<file path="src/rtl/student_activity_logger_if.sv">
// Bundle between the student FSM state bus / log host and the activity logger.
// The producer/host side is the master; the logger is the slave.
interface student_activity_logger_if #(
  parameter int STATE_W = 5,
  parameter int DUR_W   = 8,
  parameter int DEPTH   = 8,
  parameter int DROP_W  = 8
);
  localparam int CW = $clog2(DEPTH) + 1;

  logic [STATE_W-1:0] state_in;
  logic               log_en;
  logic               flush;
  logic               rec_ready;
  logic               rec_valid;
  logic [STATE_W-1:0] rec_state;
  logic [DUR_W-1:0]   rec_dur;
  logic [CW-1:0]      fifo_count;
  logic               full;
  logic               overflow;
  logic [DROP_W-1:0]  drop_cnt;
  logic               dbg_primed;

  // Record port: rec_valid/rec_state/rec_dur describe the head record and stay stable
  // until the consumer takes it; a record transfers on any rising edge where
  // rec_valid && rec_ready. rec_ready while rec_valid=0 has no effect.
  modport master (
    output state_in, log_en, flush, rec_ready,
    input  rec_valid, rec_state, rec_dur, fifo_count, full, overflow, drop_cnt, dbg_primed
  );

  modport slave (
    input  state_in, log_en, flush, rec_ready,
    output rec_valid, rec_state, rec_dur, fifo_count, full, overflow, drop_cnt, dbg_primed
  );
endinterface

</file>
<file path="src/rtl/student_activity_logger.sv">
// Run-length logger for the student FSM state bus: closes a {state, dwell} record per
// segment, buffers it in a small FIFO, and counts records lost to a full FIFO.
module student_activity_logger #(
  parameter int STATE_W = 5,
  parameter int DUR_W   = 8,
  parameter int DEPTH   = 8,
  parameter int DROP_W  = 8
) (
  input  logic                     clk,
  input  logic                     rst,
  student_activity_logger_if.slave bus
);
  localparam int AW = $clog2(DEPTH);
  localparam int CW = AW + 1;
  localparam logic [CW-1:0]     FULL_CNT = CW'(DEPTH);
  localparam logic [DUR_W-1:0]  DUR_MAX  = '1;
  localparam logic [DROP_W-1:0] DROP_MAX = '1;

  typedef enum logic {
    TRK_IDLE = 1'b0,
    TRK_RUN  = 1'b1
  } trk_state_e;

  trk_state_e         r_trk_state;
  trk_state_e         w_trk_next;
  logic [STATE_W-1:0] r_cur_state;
  logic [DUR_W-1:0]   r_dwell;
  logic               w_push;
  logic               w_load;
  logic               w_inc;

  logic [STATE_W-1:0] r_mem_state [DEPTH];
  logic [DUR_W-1:0]   r_mem_dur   [DEPTH];
  logic [AW-1:0]      r_wr_ptr;
  logic [AW-1:0]      r_rd_ptr;
  logic [CW-1:0]      r_count;
  logic [CW-1:0]      w_count_next;
  logic               r_full;
  logic               r_overflow;
  logic [DROP_W-1:0]  r_drop_cnt;
  logic               w_rec_valid;
  logic               w_pop;
  logic               w_wr;
  logic               w_drop;

  // ---------------- tracker FSM ----------------
  always_ff @(posedge clk or negedge rst) begin
    if (!rst) r_trk_state <= TRK_IDLE;
    else      r_trk_state <= w_trk_next;
  end

  always_comb begin
    w_trk_next = r_trk_state;
    case (r_trk_state)
      TRK_IDLE: if (bus.log_en) w_trk_next = TRK_RUN;
      TRK_RUN:  w_trk_next = TRK_RUN;
      default:  w_trk_next = TRK_IDLE;
    endcase
  end

  // A state change and a flush in the same cycle close the segment only once.
  always_comb begin
    w_push = 1'b0;
    w_load = 1'b0;
    w_inc  = 1'b0;
    if (bus.log_en) begin
      case (r_trk_state)
        TRK_IDLE: w_load = 1'b1;
        TRK_RUN: begin
          if ((bus.state_in != r_cur_state) || bus.flush) begin
            w_push = 1'b1;
            w_load = 1'b1;
          end else begin
            w_inc = 1'b1;
          end
        end
        default: ;
      endcase
    end
  end

  always_ff @(posedge clk or negedge rst) begin
    if (!rst) begin
      r_cur_state <= '0;
      r_dwell     <= '0;
    end else if (w_load) begin
      r_cur_state <= bus.state_in;
      r_dwell     <= DUR_W'(1);
    end else if (w_inc && (r_dwell != DUR_MAX)) begin
      r_dwell <= r_dwell + DUR_W'(1);
    end
  end

  // ---------------- record FIFO ----------------
  assign w_rec_valid = (r_count != '0);
  assign w_pop       = w_rec_valid && bus.rec_ready;
  // A pop on the same edge frees the slot, so a push into a full FIFO still lands.
  assign w_wr        = w_push && (!r_full || w_pop);
  assign w_drop      = w_push && r_full && !w_pop;

  always_comb begin
    w_count_next = r_count;
    case ({w_wr, w_pop})
      2'b10:   w_count_next = r_count + CW'(1);
      2'b01:   w_count_next = r_count - CW'(1);
      default: w_count_next = r_count;
    endcase
  end

  always_ff @(posedge clk) begin
    if (w_wr) begin
      r_mem_state[r_wr_ptr] <= r_cur_state;
      r_mem_dur[r_wr_ptr]   <= r_dwell;
    end
  end

  always_ff @(posedge clk or negedge rst) begin
    if (!rst) begin
      r_wr_ptr   <= '0;
      r_rd_ptr   <= '0;
      r_count    <= '0;
      r_full     <= 1'b0;
      r_overflow <= 1'b0;
      r_drop_cnt <= '0;
    end else begin
      if (w_wr)  r_wr_ptr <= r_wr_ptr + AW'(1);
      if (w_pop) r_rd_ptr <= r_rd_ptr + AW'(1);
      r_count <= w_count_next;
      r_full  <= (w_count_next == FULL_CNT);
      if (w_drop) begin
        r_overflow <= 1'b1;
        if (r_drop_cnt != DROP_MAX) r_drop_cnt <= r_drop_cnt + DROP_W'(1);
      end
    end
  end

  // Head fields are forced to zero when empty so storage left over after reset never leaks out.
  assign bus.rec_valid  = w_rec_valid;
  assign bus.rec_state  = w_rec_valid ? r_mem_state[r_rd_ptr] : '0;
  assign bus.rec_dur    = w_rec_valid ? r_mem_dur[r_rd_ptr]   : '0;
  assign bus.fifo_count = r_count;
  assign bus.full       = r_full;
  assign bus.overflow   = r_overflow;
  assign bus.drop_cnt   = r_drop_cnt;
  assign bus.dbg_primed = (r_trk_state == TRK_RUN);
endmodule
</file>
<file path="src/flat_wrapper.sv">
// flat-port wrapper written by rule: the top's interface ports become plain ports
module student_activity_logger_flat 
#(
  parameter int STATE_W = 5,
  parameter int DUR_W   = 8,
  parameter int DEPTH   = 8,
  parameter int DROP_W  = 8
)
  (clk, rst, bus_state_in, bus_log_en, bus_flush, bus_rec_ready, bus_rec_valid, bus_rec_state, bus_rec_dur, bus_fifo_count, bus_full, bus_overflow, bus_drop_cnt, bus_dbg_primed);
  student_activity_logger_if #(.STATE_W(STATE_W), .DUR_W(DUR_W), .DEPTH(DEPTH), .DROP_W(DROP_W)) bus_i ();
  input  logic clk;
  input  logic rst;
  input wire logic [$bits(bus_i.state_in)-1:0] bus_state_in;
  input wire logic [$bits(bus_i.log_en)-1:0] bus_log_en;
  input wire logic [$bits(bus_i.flush)-1:0] bus_flush;
  input wire logic [$bits(bus_i.rec_ready)-1:0] bus_rec_ready;
  output wire logic [$bits(bus_i.rec_valid)-1:0] bus_rec_valid;
  output wire logic [$bits(bus_i.rec_state)-1:0] bus_rec_state;
  output wire logic [$bits(bus_i.rec_dur)-1:0] bus_rec_dur;
  output wire logic [$bits(bus_i.fifo_count)-1:0] bus_fifo_count;
  output wire logic [$bits(bus_i.full)-1:0] bus_full;
  output wire logic [$bits(bus_i.overflow)-1:0] bus_overflow;
  output wire logic [$bits(bus_i.drop_cnt)-1:0] bus_drop_cnt;
  output wire logic [$bits(bus_i.dbg_primed)-1:0] bus_dbg_primed;
  assign bus_i.state_in = bus_state_in;
  assign bus_i.log_en = bus_log_en;
  assign bus_i.flush = bus_flush;
  assign bus_i.rec_ready = bus_rec_ready;
  assign bus_rec_valid = bus_i.rec_valid;
  assign bus_rec_state = bus_i.rec_state;
  assign bus_rec_dur = bus_i.rec_dur;
  assign bus_fifo_count = bus_i.fifo_count;
  assign bus_full = bus_i.full;
  assign bus_overflow = bus_i.overflow;
  assign bus_drop_cnt = bus_i.drop_cnt;
  assign bus_dbg_primed = bus_i.dbg_primed;
  student_activity_logger #(.STATE_W(STATE_W), .DUR_W(DUR_W), .DEPTH(DEPTH), .DROP_W(DROP_W)) u_core (.clk(clk), .rst(rst), .bus(bus_i));
endmodule
</file>
<file path="config.mk">
export PLATFORM = sky130hd
export DESIGN_NAME = student_activity_logger_flat
export DESIGN_NICKNAME = d
export VERILOG_FILES = /design/src/rtl/student_activity_logger_if.sv /design/src/rtl/student_activity_logger.sv /design/src/flat_wrapper.sv
export SDC_FILE = /design/constraint.sdc
export NUM_CORES = 1
export LEC_CHECK = 0
export CAP_MARGIN = 10
export CORE_ASPECT_RATIO = 0.7
export CORE_MARGIN = 2
export CORE_UTILIZATION = 55
export CTS_BUF_LIST = sky130_fd_sc_hd__clkbuf_4
export CTS_CLUSTER_SIZE = 30
export DETAILED_ROUTE_END_ITERATION = 16
export GPL_TIMING_DRIVEN = 0
export PLACE_DENSITY = 0.77
export SYNTH_ARGS = -nofsm -noshare
export SYNTH_HDL_FRONTEND = slang
export SYNTH_SLANG_ARGS = --single-unit
</file>
<file path="constraint.sdc">
create_clock -name clk -period 3.8 [get_ports clk]
set_input_delay 0.38 -clock clk [delete_from_list [all_inputs] [get_ports clk]]
set_output_delay 0.38 -clock clk [all_outputs]
set_load 0.1 [all_outputs]
</file>
==> flow_summary.json, run 1 <==
{
  "placed_cell_area_um2": 6450,
  "routabilityCongestion": 0.924,
  "synth-main-ff-cell": "edfxtp_1",
  "seq_area_frac_synth_pct": 68.8,
  "finalCritPeriodShare_pct": 93.6,
  "stdcell_area_um2": 6800,
  "max_freq_ghz": 0.281,
  "rrSetupSlack_ps": 440,
  "hold-worst-slack_ps": 460,
  "diodes": 0,
  "max_slew.worst_pin.slew_ps": 986,
  "rsz0062_at_grt": "no",
  "critPathMaxFanout": 10,
  "grt_use_total_pct": 21.0,
  "pin_count": 39,
  "criticalPathCategory": "reg2out",
  "skew_ps": 17.0,
  "grt_pass1_wl_um": 17700,
  "drive_above_1_share_pct": 25.8,
  "ys_warn_count": 0,
  "synth_area_um2": 5770,
  "yosys.cell_types.count": 45,
  "core_um2": 10300,
  "start_util_pct": 56.2,
  "synthArstFlopShare_pct": 24.6,
  "drc": 0,
  "r2r-start": "u_core.bus.fifo_count[1]",
  "synthDominantCellAreaShare_pct": 54.1,
  "post-cts-setup-buffers": 0,
  "netlist_instances": 341,
  "startpoint_type": "register",
  "cts_tree": "yes",
  "antenna_found_initial": 0,
  "ctsHtreeMaxLevel": 4,
  "numPortBuffers": 38,
  "drv_cap": 0,
  "grt_max_degree": 35,
  "worstReg2RegEnd": "u_core.bus.full",
  "seqCellArea_um2": 3970,
  "area_growth_pct": 17.8,
  "via_per_inst": 5.84,
  "setup_viol": 0,
  "dp_cells": 521,
  "cts_made_buffers": 17,
  "cts.clk_slew.worst_paths_ps": 120,
  "min_path_type": "in2async",
  "synth-seq-cells": 138,
  "reg2reg_depth": 13,
  "num_rows": 31,
  "yosysTopAreaCell": "edfxtp_1",
  "die_width_um": 126,
  "clk_path_buf_depth": 2,
  "numClockSinks": 138,
  "wl_um": 11100,
  "maxSlewViolCount": 0,
  "clk_latency_ps": 520,
  "slew_headroom_pct": 34.1,
  "first_iter_violations": 290,
  "syn-mean-instance-area_um2": 16.9,
  "grt_overflow_total": 0,
  "status": "complete, no violations",
  "grt_pass1_vias": 3235,
  "arrival_ps": 3180,
  "fin_crit_ps": 3560,
  "syn_nets": 358,
  "final_cells": 554,
  "multi_input_comb_area_um2": 1780,
  "fillers": 690,
  "cts-root-buf": "clkbuf_4",
  "nets": 426,
  "hold_violations": 0,
  "yosys-top-cells-area": "edfxtp_1 54%, dfrtp_1 15%, mux4_2 10%, mux2i_1 2.4%, xor2_1 2.0%",
  "worstSetupEndpointType": "primary output",
  "hpwlAfterDp_um": 7770,
  "synth_edf_count": 104,
  "post_drt_wl_per_cell_um": 20.0,
  "die_area_um2": 11300,
  "die_h_um": 89.7,
  "via_count": 3234,
  "dr.pass1.iters": 6,
  "ant_nets": 0,
  "critPathRequiredTime_ps": 3420
}
[layout by cell type (no fill, tap or decap), drive strengths merged, types with 8 or more instances in the layout]
| cell type | Yosys | layout |
|---|---|---|
| xor2 | 13 | 13 |
| buf | 5 | 16 |
| nor2 | 20 | 20 |
| nor3 | 9 | 9 |
| mux2i | 14 | 14 |
| nor4 | 8 | 8 |
| mux2 | 8 | 8 |
| dfrtp | 34 | 34 |
| nand3 | 11 | 11 |
| nand2 | 16 | 16 |
| edfxtp | 104 | 104 |
| clkbuf | 9 | 32 |
| mux4 | 26 | 26 |
| a21oi | 12 | 12 |
| inv | 6 | 9 |
| clkdlybuf4s50 | 0 | 23 |
[logic make-up (layout without fill, tap and decap cells)]
logic type / after synthesis / after routing / synth area share (%)
AOI/OAI and AO/OA: 29 / 29 / 3.47
xor gates and xnor gates: 20 / 20 / 3.03
adders and majority gates: 7 / 7 / 1.52
buffers and inverters: 20 / 101 / 1.39
DFF: 138 / 138 / 68.8
muxes: 48 / 48 / 14.1
and+or+nand+nor: 79 / 79 / 7.63
[synth_stat cells, types with 2 or more instances]
cell and instances:
dfrtp_1 34, xnor2_1 7, nor2_1 20, a21oi_1 12
mux2_2 7, o21ai_0 4, edfxtp_1 104, nand4_1 2
nor4_1 7, and3_1 2, xor2_1 13, o31ai_1 2
ha_1 7, mux2i_1 14, nand3_1 11, mux4_2 26
clkbuf_1 9, buf_2 4, nor3_2 3, a41oi_1 3
inv_1 6, nor3_1 6, nand2_1 16
[area by class of cell]
type / instances / area share [%]
Multi-Input combinational cell: 183 / 26.1
Buffer: 14 / 0.865
Timing Repair Buffer: 49 / 6.61
Tap cell: 132 / 2.43
Inverter: 6 / 0.331
Sequential cell: 138 / 58.4
Clock inverter: 14 / 3.22
Clock buffer: 18 / 1.99
[state kept, by name (all words and copies together), names as in the netlist]
register               flops
u_core.bus.dbg_primed      1
u_core.bus.drop_cnt        8
u_core.bus.fifo_count      4
u_core.bus.full            1
u_core.bus.overflow        1
u_core.r_cur_state         5
u_core.r_dwell             8
u_core.r_mem_dur          64
u_core.r_mem_state        40
u_core.r_rd_ptr            3
u_core.r_wr_ptr            3
[what timing repair did]
action,in CTS,in global routing
resized for setup,27,8
hold buffers,1,0
pin swaps,0,0
setup endpoints to repair,14,6
hold endpoints to repair,34,0
cloned,0,0
[critical path, stage by stage (launching register included)]
cell,delay (ps)
dfrtp_1,370
clkbuf_1,530
clkbuf_2,460
mux4_2,260
mux2i_1,60
nor2_1,120
dlygate4sd2_1,860
[stage by stage]
step,utilization (%),TNS (ps),setup WS [ps]
after floorplan,-,0,311
after global placement,61.5,-67120,-1010
after detailed placement,62.7,0,19.8
after CTS,66.3,0,4.34
after global routing,66.2,0,45.0
final,66.2,0,242
[routing by layer]
layer | part of all wire [%] | wire, µm | global-route usage, % | vias to the layer above
met2 | 47 | 5260 | 32.0 | 111
li1 | - | - | - | 1477
met4 | 0.68 | 75 | 5.86 | 0
met5 | 0 | 0 | 0 | -
met3 | 7.3 | 815 | 5.60 | 9
met1 | 45 | 4950 | 30.6 | 1637
[worst max path at each step]
stage	startpoint	endpoint	slack, ps	cells after the start
5_1_grt	u_core.r_rd_ptr[1]	bus_rec_dur[5]	40	6
2_1_floorplan	u_core.bus.fifo_count[1]	u_core.bus.full	310	13
4_1_cts	u_core.r_rd_ptr[1]	bus_rec_dur[3]	4	6
3_3_place_gp	bus_log_en	u_core.r_mem_dur[0][6]	-1010	7
3_5_place_dp	bus_state_in[0]	u_core.bus.full	20	15
6_report	u_core.r_rd_ptr[1]	bus_rec_dur[1]	240	6
Power of run 1 is not shown: default switching activity piles up to over one toggle a cycle in this logic, so the estimate is an artifact.
==> inputs of run 2 (changes only) <==
==> constraint.sdc (replaced) <==
create_clock -name clk -period 4.6 [get_ports clk]
set_input_delay 0.46 -clock clk [delete_from_list [all_inputs] [get_ports clk]]
set_output_delay 0.46 -clock clk [all_outputs]
set_load 0.1 [all_outputs]
==> flow_summary.json, run 2 (synthesized netlist as in run 1, its figures left out) <==
{
  "fin_util_pct": 66.2,
  "die_h_um": 89.7,
  "grt_max_degree": 35,
  "cts_tree": "yes",
  "largest_reg_flops": 64,
  "critPathRequiredTime_ps": 4140,
  "grt_pass1_vias": 3241,
  "hold_violations": 0,
  "maxSlewViolCount": 0,
  "core_um2": 10300,
  "r2r-start": "u_core.r_cur_state[0]",
  "ant_nets": 0,
  "routabilityCongestion": 0.924,
  "ctsResizeCount": 0,
  "finalCritPeriodShare_pct": 91.9,
  "worstReg2RegEnd": "u_core.bus.full",
  "mostFrequentLayoutCell": "edfxtp_1",
  "min_path_type": "in2async",
  "cpMostUsedCell": "clkbuf_1",
  "most-common-layout-cells": "104 x edfxtp_1, 37 x clkdlybuf4s50_1, 34 x dfrtp_1, 26 x mux4_2, 20 x nor2_1",
  "via_per_inst": 5.83,
  "max_flop_register": "u_core.r_mem_dur",
  "clk_latency_ps": 520,
  "cts-root-buf": "clkbuf_4",
  "arrival_ps": 3770,
  "fillers": 688,
  "ctsHoldBuffers": 0,
  "antenna_found_initial": 0,
  "finalWorstSetupSlack_ps": 374,
  "ctsHtreeMaxLevel": 4,
  "cts.clk_slew.worst_paths_ps": 120,
  "max_slew.worst_pin.slew_ps": 986,
  "dr.pass1.iters": 4,
  "max_freq_ghz": 0.237,
  "startpoint_type": "register",
  "rsz0062_at_grt": "no",
  "cp_cell_sequence": "clkbuf_1 -> clkbuf_1 -> mux4_2 -> mux2i_1 -> nor2_1 -> clkdlybuf4s50_1",
  "hpwlAfterDp_um": 7770,
  "die_width_um": 126,
  "num_rows": 31,
  "start_util_pct": 56.2,
  "pin_count": 39,
  "numPortBuffers": 38,
  "drv_cap": 0,
  "grt_use_total_pct": 21.0,
  "clk_path_buf_depth": 2,
  "worst_path_max_delay_cell": "clkdlybuf4s50_1",
  "grt_overflow_total": 0,
  "criticalPathCategory": "reg2out",
  "die_area_um2": 11300,
  "grt_pass1_wl_um": 17700,
  "diodes": 0,
  "numClockSinks": 138,
  "cts_made_buffers": 17,
  "rrSetupSlack_ps": 1130,
  "first_iter_violations": 293,
  "wl_um": 11100,
  "dp_worst_setup_slack_ps": 740,
  "slew_headroom_pct": 34.0,
  "status": "complete, no violations",
  "critPathMaxStageDelay_ps": 1160,
  "skew_ps": 13.6,
  "drc": 0,
  "nets": 426,
  "reg2reg_depth": 14,
  "post-cts-setup-buffers": 0,
  "reg_top3": "u_core.r_mem_dur x64, u_core.r_mem_state x40",
  "via_count": 3230,
  "worstSetupEndpointType": "primary output",
  "critPathMaxFanout": 10,
  "fin_crit_ps": 4230,
  "post_drt_wl_per_cell_um": 20.0,
  "drive_above_1_share_pct": 23.2,
  "setup_viol": 0,
  "area_growth_pct": 17.9
}
==> run 2: cell types whose count changed in the layout (fill, tap and decap cells not counted), sizes merged <==
cell	previous run	this run
clkdlybuf4s15	4	0
dlygate4sd3	1	0
dlygate4sd2	5	0
buf	16	17
clkbuf	32	27
clkdlybuf4s50	23	37
==> run 2: final cells by class <==
| class | instances | area, µm² | share of cell area (%) |
|---|---|---|---|
| flip-flops and latches | 138 | 3970 | 58.4 |
| multi-input cells | 183 | 1760 | 25.9 |
| repair buffers | 49 | 470 | 6.91 |
| clock inverters | 14 | 219 | 3.22 |
| well taps | 132 | 165 | 2.43 |
| clock buffers | 18 | 135 | 1.98 |
| plain buffers | 14 | 57.6 | 0.845 |
| inverters | 6 | 22.5 | 0.331 |
==> run 2: worst max path at each step <==
stage                              from                      to  slack (ps)  depth (start not counted)
2_1_floorplan  u_core.bus.fifo_count[1]         u_core.bus.full        1110                         13
3_3_place_gp                 bus_log_en  u_core.r_mem_dur[0][6]        -290                          7
3_5_place_dp            bus_state_in[0]         u_core.bus.full         740                         15
4_1_cts        u_core.bus.fifo_count[1]        bus_rec_state[2]         250                          4
5_1_grt              u_core.r_rd_ptr[1]          bus_rec_dur[5]         160                          6
6_report             u_core.r_rd_ptr[1]        bus_rec_state[2]         370                          6
==> run 2: per-layer routing <==
layer	vias to the layer above	global-route usage, %	share of wire (%)
met1	1638	30.6	46
met4	0	5.86	0.92
met2	100	31.9	47
met5	-	0	0
met3	11	5.60	6.2
li1	1481	-	-
==> run 2: metrics by stage <==
stage	hold slack (ps)	std cells	TNS [ps]	cell area (µm²)
after global placement	464	511	-13920	6320
final	2.19	554	0	6810
after CTS	6.82	553	0	6800
after detailed placement	484	521	0	6450
after global routing	38.5	554	0	6810
after floorplan	164	341	0	5770
==> run 2: critical path, delay by kind of cell, from the launching register on <==
kind	cells	cell delay, ps
muxes	2	400
and+or+nand+nor	1	160
buffers and inverters	3	2320
DFF	1	370
Power of run 2 is left out for the same reason.
==> inputs of run 3 (changes only) <==
--- a/config.mk
+++ b/config.mk
@@ -13,6 +13,7 @@
 export CTS_CLUSTER_SIZE = 30
 export DETAILED_ROUTE_END_ITERATION = 16
 export GPL_TIMING_DRIVEN = 0
+export MAX_ROUTING_LAYER = met4
 export PLACE_DENSITY = 0.77
 export SYNTH_ARGS = -nofsm -noshare
 export SYNTH_HDL_FRONTEND = slang
==> flow_summary.json, run 3 (synthesized netlist as in run 1, its figures left out) <==
{
  "status": "complete, but fails checks",
  "violations": "DRC",
  "mostFrequentLayoutCell": "edfxtp_1",
  "max_freq_ghz": 0.235,
  "nets": 426,
  "slew_headroom_pct": 34.2,
  "setup_viol": 0,
  "first_iter_violations": 283,
  "cts_tree": "yes",
  "criticalPathCategory": "reg2out",
  "finalCritPeriodShare_pct": 92.5,
  "post-cts-setup-buffers": 0,
  "drv_cap": 0,
  "fillers": 688,
  "hold_violations": 0,
  "numClockSinks": 138,
  "max_slew.worst_pin.slew_ps": 984,
  "min_path_type": "in2async",
  "skew_ps": 13.4,
  "grt_max_degree": 35,
  "multi_input_comb_area_um2": 1760,
  "fin_crit_ps": 4250,
  "core_um2": 10300,
  "critPathRequiredTime_ps": 4140,
  "maxSlewViolCount": 0,
  "grt_pass1_wl_um": 17700,
  "worst_path_max_delay_cell": "clkdlybuf4s50_1",
  "seqCellArea_um2": 3970,
  "drive_above_1_share_pct": 23.2,
  "via_count": 3259,
  "ant_nets": 0,
  "ctsResizeCount": 0,
  "routabilityCongestion": 0.940,
  "cts_made_buffers": 17,
  "worstSetupEndpointType": "primary output",
  "critPathMaxStageDelay_ps": 1160,
  "die_width_um": 126,
  "antenna_found_initial": 0,
  "dr.pass1.iters": 10,
  "area_growth_pct": 17.9,
  "ctsHoldBuffers": 0,
  "start_util_pct": 56.2,
  "cp_top_family": "buffers and inverters",
  "arrival_ps": 3790,
  "critPathMaxFanout": 10,
  "num_rows": 31,
  "grt_pass1_vias": 3241,
  "pin_count": 39,
  "grt_use_total_pct": 21.7,
  "clk_latency_ps": 520,
  "diodes": 0,
  "cts.clk_slew.worst_paths_ps": 120,
  "ctsHtreeMaxLevel": 4,
  "reg_top3": "u_core.r_mem_dur x64, u_core.r_mem_state x40",
  "max_flop_register": "u_core.r_mem_dur",
  "most-common-layout-cells": "104 x edfxtp_1, 37 x clkdlybuf4s50_1, 34 x dfrtp_1, 26 x mux4_2, 20 x nor2_1",
  "startpoint_type": "register",
  "wl_um": 11100,
  "largest_reg_flops": 64,
  "post_drt_wl_per_cell_um": 20.1,
  "cts-root-buf": "clkbuf_4",
  "grt_overflow_total": 0,
  "fin_util_pct": 66.2,
  "cp_cell_sequence": "clkbuf_1 -> clkbuf_1 -> mux4_2 -> mux2i_1 -> nor2_1 -> clkdlybuf4s50_1",
  "via_per_inst": 5.88,
  "cpMostUsedCell": "clkbuf_1",
  "die_area_um2": 11300,
  "numPortBuffers": 38,
  "rsz0062_at_grt": "no",
  "die_h_um": 89.7,
  "path_buf_inv": 3,
  "hpwlAfterDp_um": 7770,
  "clk_path_buf_depth": 2,
  "drc": 1
}
[run 3: cell counts in the layout (fill, tap and decap cells not counted)]
No cell type changed its count.
[run 3: metrics by stage]
step	area (µm²)	cells	hold slack [ps]	setup WS, ps	setup TNS [ps]
2_1_floorplan	5770	341	164	1110	0
3_3_place_gp	6320	511	464	-293	-13920
3_5_place_dp	6450	521	484	740	0
4_1_cts	6800	553	6.82	247	0
5_1_grt	6810	554	38.6	157	0
6_report	6810	554	3.43	346	0
[run 3: final timing paths]
check	startpoint	endpoint	slack, ps	depth (start not counted)
worst min-delay path	rst	u_core.bus.overflow	3	1
worst min register to register	u_core.bus.drop_cnt[4]	u_core.bus.drop_cnt[4]	510	1
max in group asynchronous	rst	u_core.r_dwell[2]	4100	1
worst max register to register	u_core.r_cur_state[0]	u_core.bus.full	1130	14
min in group clk	u_core.bus.drop_cnt[4]	u_core.bus.drop_cnt[4]	510	1
worst max-delay path	u_core.r_rd_ptr[1]	bus_rec_state[2]	350	6
[run 3: worst register-to-register path, cell delays in order (launching register included)]
cell	delay [ps]
dfrtp_1	510
xor2_1	220
nor4_1	380
nand2_1	260
nand2_1	140
buf_2	300
ha_1	200
clkbuf_1	260
xor2_1	120
ha_1	190
a21oi_1	140
xor2_1	150
nor2_1	60
xor2_1	160
nor4b_1	290
[run 3: layer usage]
layer / part of all wire [%] / global-route usage, % / up-vias
met2: 47 / 31.7 / 108
met1: 46 / 31.2 / 1656
li1: - / - / 1483
met3: 5.7 / 4.88 / 12
met4: 1.2 / 5.86 / 0
met5: 0 / - / -
[run 3: area by class of cell]
| cell class | count | share of cell area (%) |
|---|---|---|
| Inverter | 6 | 0.331 |
| Buffer | 14 | 0.845 |
| Sequential cell | 138 | 58.4 |
| Timing Repair Buffer | 49 | 6.91 |
| Clock buffer | 18 | 1.98 |
| Clock inverter | 14 | 3.22 |
| Tap cell | 132 | 2.43 |
| Multi-Input combinational cell | 183 | 25.9 |
Power of run 3 is left out for the same reason.
